==> config.mk <==
export PLATFORM = sky130hd
export DESIGN_NAME = sfp_frame_link
export DESIGN_NICKNAME = d
export VERILOG_FILES = /design/src/rtl/sfp_link_pkg.sv /design/src/rtl/sfp_link_rx_deser.sv /design/src/rtl/sfp_frame_link.sv
export SDC_FILE = /design/constraint.sdc
export NUM_CORES = 1
export LEC_CHECK = 0
export BUFFER_PORTS_ARGS = -buffer_cell sky130_fd_sc_hd__buf_2
export CORE_ASPECT_RATIO = 0.75
export CORE_MARGIN = 5
export CORE_UTILIZATION = 45
export DETAILED_ROUTE_END_ITERATION = 7
export GPL_TIMING_DRIVEN = 0
export PLACE_DENSITY = 0.72
export SKIP_LAST_GASP = 1
export SLEW_MARGIN = 20
export SYNTH_ARGS = -nofsm -noshare
export SYNTH_HDL_FRONTEND = slang
export SYNTH_SLANG_ARGS = --single-unit
==> constraint.sdc <==
create_clock -name S_AXI_ACLK -period 3.5 [get_ports S_AXI_ACLK]
set_input_delay 0 -clock S_AXI_ACLK [delete_from_list [all_inputs] [get_ports S_AXI_ACLK]]
set_output_delay 0 -clock S_AXI_ACLK [all_outputs]
set_load 0.02 [all_outputs]
==> src/rtl/sfp_link_pkg.sv <==
// Shared types, frame field offsets and checksum helper for the SFP frame link.
// Optional feature macro: SFP_FRAME_CHECKSUM_EN (appends/validates a 32-bit sum beat).
package sfp_link_pkg;

    typedef enum logic [1:0] {TxIdle, TxSend, TxCsum, TxDone} tx_state_t;
    typedef enum logic [1:0] {RxIdle, RxRecv, RxDrop} rx_state_t;

    localparam int unsigned CMD_MSB        = 127;
    localparam int unsigned SLV_ID_MSB     = 111;
    localparam int unsigned DATA_1_MSB     = 95;
    localparam int unsigned DATA_2_MSB     = 63;
    localparam int unsigned DATA_3_MSB     = 31;
    localparam int unsigned CSUM_BITS      = 32;
    localparam int unsigned MAX_FRAME_BITS = 1024;

    // Modulo-2^32 sum of the lowest n_words 32-bit words of a zero-extended frame.
    function automatic logic [CSUM_BITS-1:0] frame_sum(input logic [MAX_FRAME_BITS-1:0] words,
                                                       input int unsigned n_words);
        logic [CSUM_BITS-1:0] sum;
        sum = '0;
        for (int unsigned i = 0; i < MAX_FRAME_BITS / CSUM_BITS; i++) begin
            if (i < n_words) sum = sum + words[i*CSUM_BITS +: CSUM_BITS];
        end
        return sum;
    endfunction

endpackage

==> src/rtl/sfp_link_rx_deser.sv <==
// Receive deserializer/checker: assembles stream beats into a frame, validates length
// (and the checksum beat when SFP_FRAME_CHECKSUM_EN is defined), counts discarded frames.
module sfp_link_rx_deser
    import sfp_link_pkg::*;
#(
    parameter int unsigned C_DATA_FRAME_BIT  = 128,
    parameter int unsigned C_AXIS_DATA_WIDTH = 32
) (
    input  logic                         S_AXI_ACLK,
    input  logic                         S_AXI_ARESETN,
    input  logic [C_AXIS_DATA_WIDTH-1:0] i_tdata,
    input  logic                         i_tvalid,
    input  logic                         i_tlast,
    output logic                         o_tready,
    output logic [C_DATA_FRAME_BIT-1:0]  o_rx_frame,
    output logic                         o_rx_end_flag,
    output logic [15:0]                  o_rx_err_cnt
);

    localparam int unsigned N = C_DATA_FRAME_BIT / C_AXIS_DATA_WIDTH;
`ifdef SFP_FRAME_CHECKSUM_EN
    localparam int unsigned NRX = N + 1;
`else
    localparam int unsigned NRX = N;
`endif
    localparam int unsigned CntW = $clog2(NRX + 1);

    rx_state_t                   state_q, state_d;
    logic [C_DATA_FRAME_BIT-1:0] asm_q, asm_d, frame_q, frame_d, shifted;
    logic [CntW-1:0]             cnt_q, cnt_d;
    logic                        end_q, end_d, rdy_q, rdy_d, hs, err_inc;
    logic [15:0]                 err_q, err_d;

    assign hs      = i_tvalid & rdy_q;
    assign shifted = {asm_q[C_DATA_FRAME_BIT-C_AXIS_DATA_WIDTH-1:0], i_tdata};

    always_comb begin
        state_d = state_q;
        asm_d   = asm_q;
        frame_d = frame_q;
        cnt_d   = cnt_q;
        end_d   = 1'b0;
        rdy_d   = 1'b1;
        err_inc = 1'b0;
        case (state_q)
            RxIdle, RxRecv: begin
                if (hs) begin
                    if (cnt_q == CntW'(NRX - 1)) begin
                        cnt_d   = '0;
                        state_d = RxIdle;
                        if (i_tlast) begin
`ifdef SFP_FRAME_CHECKSUM_EN
                            if (i_tdata == C_AXIS_DATA_WIDTH'(frame_sum(
                                    MAX_FRAME_BITS'(asm_q), C_DATA_FRAME_BIT / CSUM_BITS))) begin
                                frame_d = asm_q;
                                end_d   = 1'b1;
                            end else begin
                                err_inc = 1'b1;
                            end
`else
                            frame_d = shifted;
                            end_d   = 1'b1;
`endif
                        end else begin
                            // Overlong frame: swallow the rest up to its TLAST.
                            state_d = RxDrop;
                            err_inc = 1'b1;
                        end
                    end else if (i_tlast) begin
                        cnt_d   = '0;
                        state_d = RxIdle;
                        err_inc = 1'b1;
                    end else begin
                        asm_d   = shifted;
                        cnt_d   = cnt_q + 1'b1;
                        state_d = RxRecv;
                    end
                end
            end
            RxDrop: begin
                if (hs && i_tlast) state_d = RxIdle;
            end
            default: state_d = RxIdle;
        endcase
        err_d = (err_inc && err_q != 16'hFFFF) ? err_q + 16'd1 : err_q;
    end

    always_ff @(posedge S_AXI_ACLK or negedge S_AXI_ARESETN) begin
        if (!S_AXI_ARESETN) begin
            state_q <= RxIdle;
            asm_q   <= '0;
            frame_q <= '0;
            cnt_q   <= '0;
            end_q   <= 1'b0;
            rdy_q   <= 1'b0;
            err_q   <= '0;
        end else begin
            state_q <= state_d;
            asm_q   <= asm_d;
            frame_q <= frame_d;
            cnt_q   <= cnt_d;
            end_q   <= end_d;
            rdy_q   <= rdy_d;
            err_q   <= err_d;
        end
    end

    assign o_tready      = rdy_q;
    assign o_rx_frame    = frame_q;
    assign o_rx_end_flag = end_q;
    assign o_rx_err_cnt  = err_q;

endmodule

==> src/rtl/sfp_frame_link.sv <==
// Frame-level SFP link: TX serializer FSM plus the RX deserializer instance.
// Optional feature macro: SFP_FRAME_CHECKSUM_EN (extra checksum beat per frame).
module sfp_frame_link
    import sfp_link_pkg::*;
#(
    parameter int unsigned C_DATA_FRAME_BIT  = 128,
    parameter int unsigned C_AXIS_DATA_WIDTH = 32
) (
    input  logic                         S_AXI_ACLK,
    input  logic                         S_AXI_ARESETN,
    input  logic                         i_sfp_start_flag,
    input  logic [C_DATA_FRAME_BIT-1:0]  i_tx_frame,
    output logic                         o_tx_done,
    output logic                         o_tx_busy,
    output logic [C_AXIS_DATA_WIDTH-1:0] M_AXIS_TDATA,
    output logic                         M_AXIS_TVALID,
    output logic                         M_AXIS_TLAST,
    input  logic                         M_AXIS_TREADY,
    input  logic [C_AXIS_DATA_WIDTH-1:0] S_AXIS_TDATA,
    input  logic                         S_AXIS_TVALID,
    input  logic                         S_AXIS_TLAST,
    output logic                         S_AXIS_TREADY,
    output logic [C_DATA_FRAME_BIT-1:0]  o_rx_frame,
    output logic                         o_rx_end_flag,
    output logic [15:0]                  o_rx_err_cnt
);

    localparam int unsigned N    = C_DATA_FRAME_BIT / C_AXIS_DATA_WIDTH;
    localparam int unsigned CntW = $clog2(N + 1);

    tx_state_t                   state_q, state_d;
    logic [C_DATA_FRAME_BIT-1:0] shreg_q, shreg_d;
    logic [CntW-1:0]             cnt_q, cnt_d;
    logic                        tvalid_q, tvalid_d, tlast_q, tlast_d, done_q, done_d;
`ifdef SFP_FRAME_CHECKSUM_EN
    logic [CSUM_BITS-1:0]        csum_q, csum_d;
`endif

    always_comb begin
        state_d  = state_q;
        shreg_d  = shreg_q;
        cnt_d    = cnt_q;
        tvalid_d = tvalid_q;
        tlast_d  = tlast_q;
        done_d   = 1'b0;
`ifdef SFP_FRAME_CHECKSUM_EN
        csum_d   = csum_q;
`endif
        case (state_q)
            TxIdle: begin
                if (i_sfp_start_flag) begin
                    state_d  = TxSend;
                    shreg_d  = i_tx_frame;
                    cnt_d    = '0;
                    tvalid_d = 1'b1;
                    tlast_d  = 1'b0;
`ifdef SFP_FRAME_CHECKSUM_EN
                    csum_d   = frame_sum(MAX_FRAME_BITS'(i_tx_frame),
                                         C_DATA_FRAME_BIT / CSUM_BITS);
`endif
                end
            end
            TxSend: begin
                if (M_AXIS_TREADY) begin
                    shreg_d = shreg_q << C_AXIS_DATA_WIDTH;
                    cnt_d   = cnt_q + 1'b1;
                    if (cnt_q == CntW'(N - 1)) begin
`ifdef SFP_FRAME_CHECKSUM_EN
                        state_d  = TxCsum;
                        tlast_d  = 1'b1;
`else
                        state_d  = TxDone;
                        tvalid_d = 1'b0;
                        tlast_d  = 1'b0;
                        done_d   = 1'b1;
`endif
                    end else begin
`ifdef SFP_FRAME_CHECKSUM_EN
                        tlast_d = 1'b0;
`else
                        tlast_d = (cnt_q == CntW'(N - 2));
`endif
                    end
                end
            end
            TxCsum: begin
                if (M_AXIS_TREADY) begin
                    state_d  = TxDone;
                    tvalid_d = 1'b0;
                    tlast_d  = 1'b0;
                    done_d   = 1'b1;
                end
            end
            TxDone:  state_d = TxIdle;
            default: state_d = TxIdle;
        endcase
    end

    always_ff @(posedge S_AXI_ACLK or negedge S_AXI_ARESETN) begin
        if (!S_AXI_ARESETN) begin
            state_q  <= TxIdle;
            shreg_q  <= '0;
            cnt_q    <= '0;
            tvalid_q <= 1'b0;
            tlast_q  <= 1'b0;
            done_q   <= 1'b0;
`ifdef SFP_FRAME_CHECKSUM_EN
            csum_q   <= '0;
`endif
        end else begin
            state_q  <= state_d;
            shreg_q  <= shreg_d;
            cnt_q    <= cnt_d;
            tvalid_q <= tvalid_d;
            tlast_q  <= tlast_d;
            done_q   <= done_d;
`ifdef SFP_FRAME_CHECKSUM_EN
            csum_q   <= csum_d;
`endif
        end
    end

`ifdef SFP_FRAME_CHECKSUM_EN
    assign M_AXIS_TDATA = (state_q == TxCsum) ? C_AXIS_DATA_WIDTH'(csum_q)
                                              : shreg_q[C_DATA_FRAME_BIT-1 -: C_AXIS_DATA_WIDTH];
`else
    assign M_AXIS_TDATA = shreg_q[C_DATA_FRAME_BIT-1 -: C_AXIS_DATA_WIDTH];
`endif
    assign M_AXIS_TVALID = tvalid_q;
    assign M_AXIS_TLAST  = tlast_q;
    assign o_tx_done     = done_q;
    assign o_tx_busy     = (state_q != TxIdle);

    sfp_link_rx_deser #(
        .C_DATA_FRAME_BIT (C_DATA_FRAME_BIT),
        .C_AXIS_DATA_WIDTH(C_AXIS_DATA_WIDTH)
    ) u_rx_deser (
        .S_AXI_ACLK   (S_AXI_ACLK),
        .S_AXI_ARESETN(S_AXI_ARESETN),
        .i_tdata      (S_AXIS_TDATA),
        .i_tvalid     (S_AXIS_TVALID),
        .i_tlast      (S_AXIS_TLAST),
        .o_tready     (S_AXIS_TREADY),
        .o_rx_frame   (o_rx_frame),
        .o_rx_end_flag(o_rx_end_flag),
        .o_rx_err_cnt (o_rx_err_cnt)
    );

endmodule

Yosys cells after proc, flatten, opt, wreduce, memory -nomap -nowiden --
Cells that the tools add are included.
Storage, ports and cells: word-level logic and storage cells 90, output and inout bits 182, flip-flop bits (word level) 383, input bits 166
Operators by class: $add $sub $neg 3, bitwise logic cells 3, mux-type cells 40, equality and inequality tests 15, reductions and logical operators 16
Operators with widths (number):
- $mux W128 | 2
- $pmux W128 S2 | 1
- $mux W1 | 19
- $add A16 B1 Y16 const B | 1
- $mux W2 | 8
- $ne A16 B16 Y1 const B | 1
- $reduce_and A4 Y1 | 4
- $mux W3 | 4
- $eq A3 B2 Y1 const B | 3
- $ne A2 B2 Y1 const B | 4
- $pmux W2 S4 | 1
- $add A3 B1 Y3 const B | 2
- $eq A2 B2 Y1 const B | 3
- $pmux W1 S3 | 2
- $pmux W3 S2 | 1
- $reduce_and A5 Y1 | 1
- $eq A2 B1 Y1 const B | 2
- $logic_not A2 Y1 | 2
- $ne A2 B1 Y1 const B | 2
- $pmux W2 S2 | 1
- $reduce_and A2 Y1 | 2
- $reduce_bool A2 Y1 | 2
- $reduce_and A3 Y1 | 1
- $reduce_bool A3 Y1 | 1
- other kinds (5) | 7

Logic depth before layout (Yosys ltp) --
Gate-level depths: netlist of run 1.
word-level depth 5, mapped depth 10

By module --
A second synthesis of run 1 with hierarchy kept.
Second synthesis, totals: cell total of the unflattened synthesis 1168, area total of the unflattened synthesis 15889.0 sq um
By module, submodules not included:
- sfp_link_rx_deser | cells an instance 578, instances 1, area an instance 9445.3 sq um
- sfp_frame_link | cells an instance 590, instances 1, area an instance 6443.7 sq um

Worst setup path after synthesis of run 1 --
No wires, ideal clock.
kind reg-to-reg, from register u_rx_deser.cnt_q[0], to register u_rx_deser.err_q[11] (netlist: u_rx_deser.o_rx_err_cnt[11]), buffers on the path 0, library setup time 128 ps, setup slack 1368 ps, stages on the path, launching flop included 9, arrival time 2004 ps, data required time 3372 ps, path through dfrtp_1 -> ha_1 -> ha_1 -> inv_1 -> ha_1 -> nand4b_4 -> nor4_2 -> nand4_1 -> mux2_1
On the way: longest elaborated chain between the ends 5
RTL lines:
- start: declaration | RTL line sfp_link_rx_deser.sv:30 | logic [CntW-1:0] cnt_q, cnt_d;
- start signal: assignment | RTL line sfp_link_rx_deser.sv:101 | cnt_q <= cnt_d;
- $eq A3 B2 Y1 | RTL line sfp_link_rx_deser.sv:48 | if (cnt_q == CntW'(NRX - 1)) begin
- $mux W1 | RTL line sfp_link_rx_deser.sv:48
- $mux W1 | RTL line sfp_link_rx_deser.sv:47 | if (hs) begin
- $mux W1 | RTL line sfp_link_rx_deser.sv:45 | case (state_q)
- $logic_and A1 B1 Y1 | RTL line sfp_link_rx_deser.sv:85 | err_d = (err_inc && err_q != 16'hFFFF) ? err_q + 16'd1 : err_q;
- end signal: assignment | RTL line sfp_link_rx_deser.sv:104 | err_q <= err_d;
- end: declaration | RTL line sfp_link_rx_deser.sv:32 | logic [15:0] err_q, err_d;
No other way between the ends. A chain may end at the register's enable or synchronous reset.

Worst setup path in the final report of run 1 --
from register state_q[0], to register shreg_q[101]
On the way: longest elaborated chain between the ends 3, elaborated cells between the ends (all ways) 7, those cells by class eq/ne (3); mux (1); reduce/logical (3)
RTL lines:
- start: declaration | RTL line sfp_frame_link.sv:31 | tx_state_t state_q, state_d;
- start signal: assignment | RTL line sfp_frame_link.sv:101 | state_q <= TxIdle;
- start signal: assignment | RTL line sfp_frame_link.sv:111 | state_q <= state_d;
- $eq A2 B1 Y1 / $logic_not A2 Y1 (equally long branches) | RTL line sfp_frame_link.sv:49 | case (state_q)
- $ne A2 B2 Y1 (no line) / $reduce_bool A2 Y1 (equally long branches)
- $reduce_and A3 Y1 (no line)
- end signal: assignment | RTL line sfp_frame_link.sv:112 | shreg_q <= shreg_d;
- end: declaration | RTL line sfp_frame_link.sv:32 | logic [C_DATA_FRAME_BIT-1:0] shreg_q, shreg_d;
Parallel ways exist; a longest one is shown, timed or not.

==> results of run 1 <==
[what timing repair did]
item                                   4_1_cts  5_1_grt
hold buffers                               166        0
endpoints found under the hold margin      503        0
setup buffers                                0        0
[state kept, by name, indices dropped and copies added, names as in the netlist]
register                  count
state_q                       2
u_rx_deser.o_rx_end_flag      1
o_tx_done                     1
M_AXIS_TVALID                 1
u_rx_deser.o_rx_frame       128
shreg_q                     128
u_rx_deser.o_rx_err_cnt      16
u_rx_deser.asm_q             96
M_AXIS_TLAST                  1
u_rx_deser.state_q            2
u_rx_deser.o_tready           1
u_rx_deser.cnt_q              3
cnt_q                         3
[power by group through the flow]
| stage | clock network (mW) | registers (mW) | logic [mW] |
|---|---|---|---|
| 2_1_floorplan | 0 | 7.21 | 3.51 |
| 3_3_place_gp | 0 | 6.95 | 5.63 |
| 3_5_place_dp | 0 | 7.03 | 5.80 |
| 4_1_cts | 4.17 | 6.95 | 5.99 |
| 5_1_grt | 4.36 | 7.18 | 6.61 |
| 6_report | 4.06 | 6.99 | 6.08 |
[worst max-delay path, stage by stage (launching register included)]
cell and delay (ps):
dfrtp_1 410, inv_1 120, ha_1 260, mux2i_1 300, a21o_1 380, buf_2 310, buf_4 250, buf_4 230
nand2_1 110, o21ai_0 140
[metrics by stage]
| stage | TNS [ps] | cell area (um2) | utilization [%] |
|---|---|---|---|
| after global placement | -1886940 | 18400 | 52.5 |
| after CTS | 0 | 21400 | 61.1 |
| after floorplan | 0 | 16100 | - |
| final | 0 | 21400 | 61.2 |
| after global routing | 0 | 21400 | 61.2 |
| after detailed placement | 0 | 18500 | 52.8 |
[how the worst max path moves through the flow]
stage                             endpoint  slack, ps  cells after the start
3_3_place_gp    u_rx_deser.o_rx_frame[122]      -5000                      1
4_1_cts                       shreg_q[107]       1010                      8
5_1_grt                       shreg_q[101]        740                     10
2_1_floorplan  u_rx_deser.o_rx_err_cnt[11]       1370                      8
3_5_place_dp                  shreg_q[107]       1030                      8
6_report                      shreg_q[101]        860                      9
[synthesized netlist by cell type, drive strengths merged, types with 10 or more instances]
cell type	count	area (um2)
inv	11	41.3
dfrtp	383	9580
o21ai	100	500
clkbuf	19	71.3
ha	13	163
nand3b	34	255
nor2	14	55.1
nand3	10	50.1
nand2	179	672
mux2	228	2570
buf	82	602
mux2i	103	1030
[layout by cell type (no fill, tap or decap), drive strengths merged, types with 12 or more instances in the layout]
master       count
buf            433
dfrtp          383
mux2           228
nand2          179
dlygate4sd3    166
mux2i          103
o21ai          100
clkbuf          74
nand3b          34
nor2            14
ha              13
inv             12
[final cells by class]
| type | count | area [um2] | area share [%] |
|---|---|---|---|
| diodes | 10 | 25.0 | 0.117 |
| well taps | 457 | 572 | 2.67 |
| inverters | 11 | 41.3 | 0.193 |
| plain buffers | 101 | 673 | 3.14 |
| multi-input cells | 740 | 5760 | 26.9 |
| flip-flops and latches | 383 | 9580 | 44.7 |
| clock buffers | 55 | 1140 | 5.31 |
| clock inverters | 13 | 113 | 0.526 |
| repair buffers | 517 | 3520 | 16.4 |
[cell families after synthesis]
family / count (synthesis) / synth area share, %
AOI/OAI and AO/OA: 121 / 3.99
xor gates and xnor gates: 9 / 0.491
adders and majority gates: 13 / 1.01
buffers and inverters: 112 / 4.45
DFF: 383 / 59.7
muxes: 331 / 22.4
other: 1 / 0.0234
and+or+nand+nor: 265 / 7.92
[layer usage]
metal  global-route usage (%)  vias to the layer above  share of wire [%]
li1                         -                     5387                  -
met1                     30.6                     5952                 42
met2                     35.9                      465                 46
met3                     4.88                      161                6.3
met4                     9.80                        0                4.8
met5                        0                        -                  0
==> metrics, run 1 <==
Tot Pwr=17.1 mW; die span in y=174 um; routed wire length=45,800 um; post-synthesis sequential area ratio=59.7%; Psw=6.29 mW; Synth Cell Area=16,100 um2; Comb power frac=35.5%; FFs w/ async S/R, synth=100%; antenna violations before repair=10; vias in the first global route=12,800; CTS Buf Count=39; count of flip-flops with a built-in enable after synthesis=0; Synth Instances=1,235; Fin. Hold Viols=0; Post-CTS Resized=0; CP Max Fanout=10; Final Setup Violations=0; global-route wire length before repair=72,400 um; Site Rows=59; final setup margin=858 ps; largest net degree at the start of global routing=91; Max Transition Viols Final=0; Filler Cells Inserted=2,688; Clock Sinks=383; HPWL Detailed=31,800 um; Sequential Power Share=40.8%; f_max=0.378 GHz; # placed instances=2,043; R2R Setup Slk=860 ps; layout cell share with drive strength beyond 1=30.5%; GPL Wtd Cong=0.895; fin cells=2,287; worst slew pin tran=615 ps; clk slew on worst S/H paths=60 ps; Residual DRC=0; Avg Cell Area, Syn=13.0 um2; worst relative slew slack=59.0%; Leak Pwr=11.0 nW; internal power=10.8 mW; Hold WS=33.0 ps; R2R depth=9; Main synth FF type=dfrtp_1; routed len/inst=20.0 um; Setup CP Type=reg2reg; FF-to-FF End=shreg_q[101]; Area Growth Syn to Fin=33.4%; maximum VDD drop=0.542 mV; clock root buffer master=clkbuf_16; port bufs=347; Clk pwr share=23.7%; GRT overflow=0; run status=complete, no violations; antenna viol nets, final=0; CP Launch Type=register; vias per cell=5.23; worst slack at placement=1030 ps; fin nets=1,972; worst min-delay path class=in2async; pwr dens=800 nW/um2; TritonRoute pass-1 iters=5; switching share of power=36.7%; Die X=228 um; RSZ-0062 raised after global routing=false; CP endpoint kind=register; CTS tree=yes; CP Data Arrival Time=3040 ps; routed vias=12,000; Crit. Startpoint=state_q[0]; detailed router's first-iteration violation count=792; htree depth=2; CTS Buffer Depth=3; Mapped Nets=1,414; Total Routing Usage GR=22.7%; initial core utilization=45.9%; max_cap viols=0; later-pin clock latency in the skew report=520 ps; Final Skew=17.9 ps; worst flop-to-flop path startpoint=state_q[0]; Synth Warn #=0; synth unique cells=44; fin crit share=75.5%; final period demand of the worst path=2640 ps; DIE AREA=39,600 um2; synthesized flop and latch total=383; core area=35,000 um2; Crit path required time=3890 ps; # IOs=348
(Power assumes the default switching activity.)
==> inputs of run 2 (changes only) <==
--- a/config.mk
+++ b/config.mk
@@ -11,7 +11,7 @@
 export CORE_UTILIZATION = 45
 export DETAILED_ROUTE_END_ITERATION = 7
 export GPL_TIMING_DRIVEN = 0
-export PLACE_DENSITY = 0.72
+export PLACE_DENSITY = 0.75
 export SKIP_LAST_GASP = 1
 export SLEW_MARGIN = 20
 export SYNTH_ARGS = -nofsm -noshare
==> constraint.sdc (replaced) <==
create_clock -name S_AXI_ACLK -period 2.25 [get_ports S_AXI_ACLK]
set_input_delay 0 -clock S_AXI_ACLK [delete_from_list [all_inputs] [get_ports S_AXI_ACLK]]
set_output_delay 0 -clock S_AXI_ACLK [all_outputs]
set_load 0.02 [all_outputs]
==> run 2 against run 1 <==
  * Clock skew decreased by 3.3 ps
  * Largest cell class unchanged
  * Critical endpoint is now u_rx_deser.o_rx_err_cnt[11]
  * Highest routed layer is now met5
  * Die area unchanged
  * Clock-buffer cell count increased by 4
  * Sequential cell count unchanged
==> metrics, run 2 (synthesis results as in run 1) <==
Residual DRC=0 (unchanged); global-route wire length before repair=73,800 um (was 72,400 um); CP endpoint kind=register (unchanged); most frequent cells in the layout=dfrtp_1 (383), buf_2 (368), nand2_1 (179), mux2_1 (176), dlygate4sd3_1 (167) (was dfrtp_1 (383), buf_2 (374), nand2_1 (179), mux2_1 (176), dlygate4sd3_1 (166)); Clock Sinks=383 (unchanged); routed wire length=47,100 um (was 45,800 um); Crit path required time=2660 ps (was 3890 ps); dpl cell area=18,500 um2 (unchanged); worst slew pin tran=943 ps (was 615 ps); maximum VDD drop=0.581 mV (was 0.542 mV); worst min-delay path class=in2reg (was in2async); fin nets=1,980 (was 1,972); worst slack at placement=-195 ps (was 1030 ps); Fin. Hold Viols=0 (unchanged); register area=9580 um2 (unchanged); Die X=228 um (unchanged); Setup CP Type=reg2reg (unchanged); HPWL Detailed=32,000 um (was 31,800 um); CTS Buffer Depth=3 (unchanged); run status=complete, no violations (unchanged); GRT overflow=0 (unchanged); # IOs=348 (unchanged); Sequential Power Share=40.5% (was 40.8%); CP Launch Type=register (unchanged); RSZ-0062 raised after global routing=true (was false); vias in the first global route=13,100 (was 12,800); Tot Pwr=26.9 mW (was 17.1 mW); routed vias=12,100 (was 12,000); fin crit share=97.8% (was 75.5%); Area Growth Syn to Fin=34.4% (was 33.4%); Clk pwr share=23.4% (was 23.7%); multi-input logic area=5820 um2 (was 5760 um2); worst relative slew slack=37.1% (was 59.0%); DIE AREA=39,600 um2 (unchanged); routed len/inst=20.5 um (was 20.0 um); WHS Path Cells=3; antenna viol nets, final=0 (unchanged); commonest non-fill, non-tap cell in the layout=dfrtp_1 (unchanged); setup_tns=0 ps (unchanged); clock root buffer master=clkbuf_16 (unchanged); Filler Cells Inserted=2,643 (was 2,688); final setup margin=48.7 ps (was 858 ps); Site Rows=59 (unchanged); Final Setup Violations=0 (unchanged); antenna violations before repair=17 (was 10); GPL Wtd Cong=0.878 (was 0.895); die span in y=174 um (unchanged); vias per cell=5.25 (was 5.23); later-pin clock latency in the skew report=520 ps (about the same); CP Max Fanout=4 (was 10); switching share of power=36.8% (was 36.7%); Psw=9.88 mW (was 6.29 mW); CTS Buf Count=39 (unchanged); port bufs=347 (unchanged); largest net degree at the start of global routing=101 (was 91); final period demand of the worst path=2200 ps (was 2640 ps); Comb power frac=36.1% (was 35.5%); Leak Pwr=11.1 nW (was 11.0 nW); pwr dens=1250 nW/um2 (was 800 nW/um2); detailed router's first-iteration violation count=829 (was 792); htree depth=2 (unchanged); Total Routing Usage GR=23.3% (was 22.7%); layout cell share with drive strength beyond 1=31.5% (was 30.5%); internal power=17.0 mW (was 10.8 mW); max_cap viols=0 (unchanged); initial core utilization=45.9% (unchanged); R2R depth=9 (unchanged); design area=21,600 um2 (was 21,400 um2); Final Skew=14.6 ps (was 17.9 ps); CP Data Arrival Time=2610 ps (was 3040 ps); f_max=0.454 GHz (was 0.378 GHz); clk slew on worst S/H paths=70 ps (was 60 ps); Hold WS=244 ps (was 33.0 ps); core area=35,000 um2 (unchanged); Max Transition Viols Final=0 (unchanged); CTS tree=yes (unchanged); TritonRoute pass-1 iters=4 (was 5)
==> run 2: power groups by stage <==
stage | Clock (mW) | Combinational [mW] | Sequential (mW)
finish | 6.30 | 9.70 | 10.9
global placement | 0 | 8.77 | 10.8
global route | 6.72 | 10.6 | 11.1
detailed placement | 0 | 9.06 | 10.9
CTS | 6.43 | 9.40 | 10.8
floorplan | 0 | 5.47 | 11.2
==> run 2: timing repair <==
item / 4_1_cts / 5_1_grt
hold buffers: 168 / 0
gates resized for setup: 4 / 33
endpoints found under the setup margin: 93 / 156
hold endpoints to repair: 525 / 0
pin swaps: 3 / 5
gates cloned: 0 / 0
buffers inserted: 5 / 3
==> run 2: layout make-up <==
| class | count | area share (%) |
|---|---|---|
| Clock inverter | 9 | 0.423 |
| Inverter | 11 | 0.191 |
| Timing Repair Buffer | 527 | 16.7 |
| Buffer | 99 | 3.23 |
| Antenna cell | 15 | 0.174 |
| Clock buffer | 59 | 5.29 |
| Tap cell | 457 | 2.65 |
| Sequential cell | 383 | 44.4 |
| Multi-Input combinational cell | 740 | 26.9 |
==> run 2: worst max-delay path: stages, from the launching register on <==
cell and delay [ps]:
dfrtp_1 400, ha_4 170, ha_4 130, inv_2 40, ha_4 270, nand4b_4 110
buf_4 170, nor4_4 310, nand4_1 150, mux2_1 330
==> run 2: per-layer routing <==
metal / track usage (%) / share of wire [%]
met3: 5.13 / 5.8
met5: 0 / 0.074
met2: 37.4 / 47
met1: 30.4 / 42
met4: 11.0 / 5.3
==> run 2: metrics by stage <==
step | utilization, % | cells
floorplan | - | 1235
global placement | 52.5 | 2039
detailed placement | 52.8 | 2043
CTS | 61.3 | 2284
global route | 61.7 | 2298
finish | 61.7 | 2300
==> run 2: final timing paths <==
kind	startpoint	to	slack, ps
max in group asynchronous	S_AXI_ARESETN	shreg_q[8]	480
max	u_rx_deser.cnt_q[0]	u_rx_deser.o_rx_err_cnt[11]	50
max reg2reg	u_rx_deser.cnt_q[0]	u_rx_deser.o_rx_err_cnt[11]	50
min	S_AXIS_TDATA[1]	u_rx_deser.o_rx_frame[1]	240
min in group asynchronous	S_AXI_ARESETN	shreg_q[41]	500
min reg2reg	shreg_q[17]	shreg_q[17]	470
